## src/rtl/fetch_pc_unit.sv

```systemverilog
// rtl/fetch_pc_unit.sv - program counter / fetch address generator with return-address stack
module fetch_pc_unit #(
    parameter int ADDR_W    = 10,
    parameter int OFF_W     = 8,
    parameter int RAS_DEPTH = 4,
    parameter int RESET_PC  = 0
) (
    input  logic                         clk,
    input  logic                         reset,
    input  logic                         stall,
    input  logic [2:0]                   fetch_control,
    input  logic [OFF_W-1:0]             jump_off,
    input  logic [ADDR_W-1:0]            ext_addr,
    input  logic                         clr_err,
    output logic [ADDR_W-1:0]            pc,
    output logic [$clog2(RAS_DEPTH):0]   ras_count,
    output logic                         ras_empty,
    output logic                         ras_full,
    output logic                         ras_ovf,
    output logic                         ras_unf
);

    localparam int PTR_W = $clog2(RAS_DEPTH);
    localparam int CNT_W = PTR_W + 1;

    typedef enum logic [2:0] {
        MODE_SEQ   = 3'b000,
        MODE_REL   = 3'b001,
        MODE_ABS   = 3'b010,
        MODE_CALL  = 3'b011,
        MODE_CALLA = 3'b100,
        MODE_RET   = 3'b101
    } fetch_mode_t;

    logic [ADDR_W-1:0] stack_mem [RAS_DEPTH];
    logic [PTR_W-1:0]  top_q;
    logic [ADDR_W-1:0] sext_off;
    logic [ADDR_W-1:0] pc_inc;
    logic [ADDR_W-1:0] pc_d;
    logic              push;
    logic              pop;
    logic              ovf_evt;
    logic              unf_evt;

    // Sign-extend the relative offset; arithmetic below wraps modulo 2^ADDR_W.
    assign sext_off = ADDR_W'($signed(jump_off));
    assign pc_inc   = pc + ADDR_W'(1);

    assign ras_empty = (ras_count == '0);
    assign ras_full  = (ras_count == CNT_W'(RAS_DEPTH));

    // Next-PC and stack-operation decode; a stall suppresses everything.
    always_comb begin
        pc_d    = pc;
        push    = 1'b0;
        pop     = 1'b0;
        unf_evt = 1'b0;
        if (!stall) begin
            case (fetch_control)
                MODE_SEQ:   pc_d = pc_inc;
                MODE_REL:   pc_d = pc + sext_off;
                MODE_ABS:   pc_d = ext_addr;
                MODE_CALL: begin
                    push = 1'b1;
                    pc_d = pc + sext_off;
                end
                MODE_CALLA: begin
                    push = 1'b1;
                    pc_d = ext_addr;
                end
                MODE_RET: begin
                    if (ras_empty) begin
                        pc_d    = pc_inc;
                        unf_evt = 1'b1;
                    end else begin
                        pop  = 1'b1;
                        pc_d = stack_mem[top_q];
                    end
                end
                default: pc_d = pc;
            endcase
        end
        ovf_evt = push && ras_full;
    end

    // PC, stack pointer, occupancy and sticky error flags.
    always_ff @(posedge clk or posedge reset) begin
        if (reset) begin
            pc        <= ADDR_W'(RESET_PC);
            top_q     <= '0;
            ras_count <= '0;
            ras_ovf   <= 1'b0;
            ras_unf   <= 1'b0;
        end else begin
            pc <= pc_d;
            if (push) begin
                top_q <= top_q + PTR_W'(1);
                if (!ras_full) begin
                    ras_count <= ras_count + CNT_W'(1);
                end
            end else if (pop) begin
                top_q     <= top_q - PTR_W'(1);
                ras_count <= ras_count - CNT_W'(1);
            end
            ras_ovf <= (ras_ovf & ~clr_err) | ovf_evt;
            ras_unf <= (ras_unf & ~clr_err) | unf_evt;
        end
    end

    // Stack storage; when full, top+1 is the oldest entry so a push overwrites it.
    always_ff @(posedge clk) begin
        if (push && !reset) begin
            stack_mem[top_q + PTR_W'(1)] <= pc_inc;
        end
    end

endmodule
```

## config.mk

```make
export PLATFORM = sky130hd
export DESIGN_NAME = fetch_pc_unit
export DESIGN_NICKNAME = d
export VERILOG_FILES = /design/src/rtl/fetch_pc_unit.sv
export SDC_FILE = /design/constraint.sdc
export NUM_CORES = 1
export LEC_CHECK = 0
export CAP_MARGIN = 10
export CORE_UTILIZATION = 30
export CTS_CLUSTER_SIZE = 25
export DETAILED_ROUTE_END_ITERATION = 10
export PLACE_DENSITY_LB_ADDON = 0.25
export SKIP_CTS_REPAIR_TIMING = 1
export SYNTH_ARGS = -nofsm -noshare
export SYNTH_HDL_FRONTEND = slang
export SYNTH_SLANG_ARGS = --single-unit
export TNS_END_PERCENT = 5
```

## constraint.sdc

```tcl
create_clock -name clk -period 4.6 [get_ports clk]
set_clock_uncertainty 0.2 [all_clocks]
set_input_delay 0.46 -clock clk [delete_from_list [all_inputs] [get_ports clk]]
set_output_delay 0.46 -clock clk [all_outputs]
set_load 0.005 [all_outputs]
```

==> metrics.cfg <==
[run_status]
status=complete, no violations

[detailed_routing]
postRouteAntennaNets=0
wl_per_cell_um=17.52
avgViaCountPerCell=5.164
drtIter0Drc=111
drc_errors=0
wl_um=8338
drtPass1Iterations=4
vias=2458

[setup_path]
r2r_setup_slack_ps=2020
start_kind=input port
cp_max_fo=16
reg2regPathDepth=9
cp.required_ps=4600
end_kind=flip-flop
worstReg2RegEnd=pc[8]
cpPeakStageDelay_ps=1000
cp_slowest_cell=clkdlybuf4s50_1
reg2reg_from=pc[0]
crit_buf_inv=3
path_class=in2reg
path_cells=clkdlybuf4s50_1, inv_2, nor3_1, a21oi_2, nor2_8, inv_2, fa_1, nor3_1, a31o_2, a21oi_1
arrival_ps=3040
cp_top_family=buffers and inverters

[cells_and_area]
area_growth_pct=24.31
postLayoutCellArea_um2=4280
n_antenna_cell=0
nNetsFinal=372
final_layout_size_suffix_gt1_share_pct=17.26

[logic_synthesis]
ys.flop_type=edfxtp_1
yosys-top-cells-area=edfxtp_1 35%, dfrtp_1 12%, mux4_2 6.5%, ha_1 5.1%, xnor2_1 3.1%
netlist_area_um2=3443
ys_seq_area_share_pct=47.24
ys_types=65
ys_top_cells_by_count=40 x edfxtp_1, 22 x nand2_1, 17 x a21oi_1, 17 x dfrtp_1, 17 x inv_1
synth_top_cell_by_area=edfxtp_1
synth_area_per_cell_um2=11.96
netlist_instances=288
synth_seq_cells=57
ys_async_sr_fraction_pct=29.82
synth_top_area_share_pct=34.88
synth_edf_count=40
synthesis.nets=329
synth-warning-count=0
yosysMostFrequentCell=edfxtp_1

[placement]
gp_congestion=0.7978
io_buffers=41
place_area_um2=3978
place_hpwl_um=6272

[cts]
cts_sinks=57
cts_buffers=9
clock-root-buffer=clkbuf_16
clk_pin_slew_worst_paths_ps=60
clk_path_buf_depth=2
clock_latency_ps=320
h-tree-depth=3
cts_tree=yes

[timing]
grt_setup_unrepaired=no
setup_viol=0
fin_crit_sh_pct=66.19
fin_tns_setup_ps=0
slew_headroom_pct=45.42
tightestPinTransition_ps=816.1
slew_viol_final=0
fmax_mhz=328.4
hold_viol=0
fin_crit_ps=3045

[grt]
gr-total-overflow=0
first_global_vias=2378
antenna_found_initial=0
grt_max_degree=22
grtUsageTotal_pct=14.84
grt_pass1_wl_um=12880

[pwr]
p_leak_nw=1.590
vdd_drop_max_v=0.0002882
power_w=0.002275
power.density_nw_per_um2=531.6

[floorplanning]
dieArea_um2=11910
core_area_um2=11030
rows=38
die_y_um=109.1
initial_core_util_pct=31.22
die_width_um=109.1
num_io_pins=42

[flow_run]
drv_cap=0

[hold_path]
hp-class=in2async

metal layers:
| metal | vias to the layer above | part of all wire, % | GRT usage [%] |
|---|---|---|---|
| met5 | - | 0 | 0 |
| met4 | 0 | 1.8 | 4.730 |
| met3 | 8 | 4.2 | 3.586 |
| met2 | 52 | 48 | 23.63 |
| met1 | 1208 | 46 | 19.78 |
| li1 | 1190 | - | - |
where the power goes:
group | internal (W) | switching, W
clock network | 0.000424 | 0.000242
logic | 0.000400 | 0.000394
registers | 0.000664 | 0.000151
metrics by stage:
step           hold WS (ps)  setup WS (ps)  std cells  util [%]
2_1_floorplan         207.2           2318        288         -
3_3_place_gp          300.7           1318        460     36.06
3_5_place_dp          306.2           1225        460     36.06
4_1_cts               282.2           1557        476     38.80
5_1_grt               299.4           1410        476     38.80
6_report              274.6           1555        476     38.80
registers in the layout, summed over array words and instances, names as in the netlist:
signal / count
stack_mem: 40
pc: 10
ras_count: 3
top_q: 2
ras_ovf: 1
ras_unf: 1
area by class of cell:
type                       count  area, um^2
inverter                      20       77.57
sequential                    57        1627
multi-input combinational    200        1673
tap                          140       175.2
clock inverter                 7       77.57
fill                        1073        6750
clock buffer                   9       225.2
timing repair buffer          43       425.4
tightest hold or removal path, cell delays in order:
cell and delay, ps:
clkdlybuf4s50_1 400, inv_1 50, buf_4 270
layout by cell type, fill, tap and decap left out, types with 11 or more instances in the layout:
cell,netlist,routed
o21ai_0,11,11
nor2_1,14,14
nand2_1,22,22
edfxtp_1,40,40
a21oi_1,17,17
clkdlybuf4s50_1,0,41
inv_1,17,17
xnor2_1,12,12
ha_1,14,14
dfrtp_1,17,17
worst max path at each step:
stage | from | to | cells past startpoint
after floorplan | fetch_control[2] | ras_count[2] | 10
after global placement | fetch_control[2] | ras_count[2] | 10
after detailed placement | fetch_control[2] | ras_count[2] | 10
after CTS | fetch_control[2] | ras_count[2] | 10
after global routing | fetch_control[2] | ras_count[2] | 10
final | fetch_control[2] | ras_count[2] | 10
cells by family (layout without fill, tap and decap cells):
| family | after synthesis | after routing | share of synthesized area (%) |
|---|---|---|---|
| AO/OA/AOI/OAI | 79 | 79 | 16.35 |
| XOR/XNOR | 16 | 16 | 4.288 |
| adder cells (fa/ha/maj) | 18 | 18 | 6.904 |
| buffers and inverters | 31 | 79 | 4.179 |
| flip-flops | 57 | 57 | 47.24 |
| multiplexers | 12 | 12 | 7.304 |
| AND/OR/NAND/NOR | 75 | 75 | 13.74 |
Power figures use the tool's default switching activity.
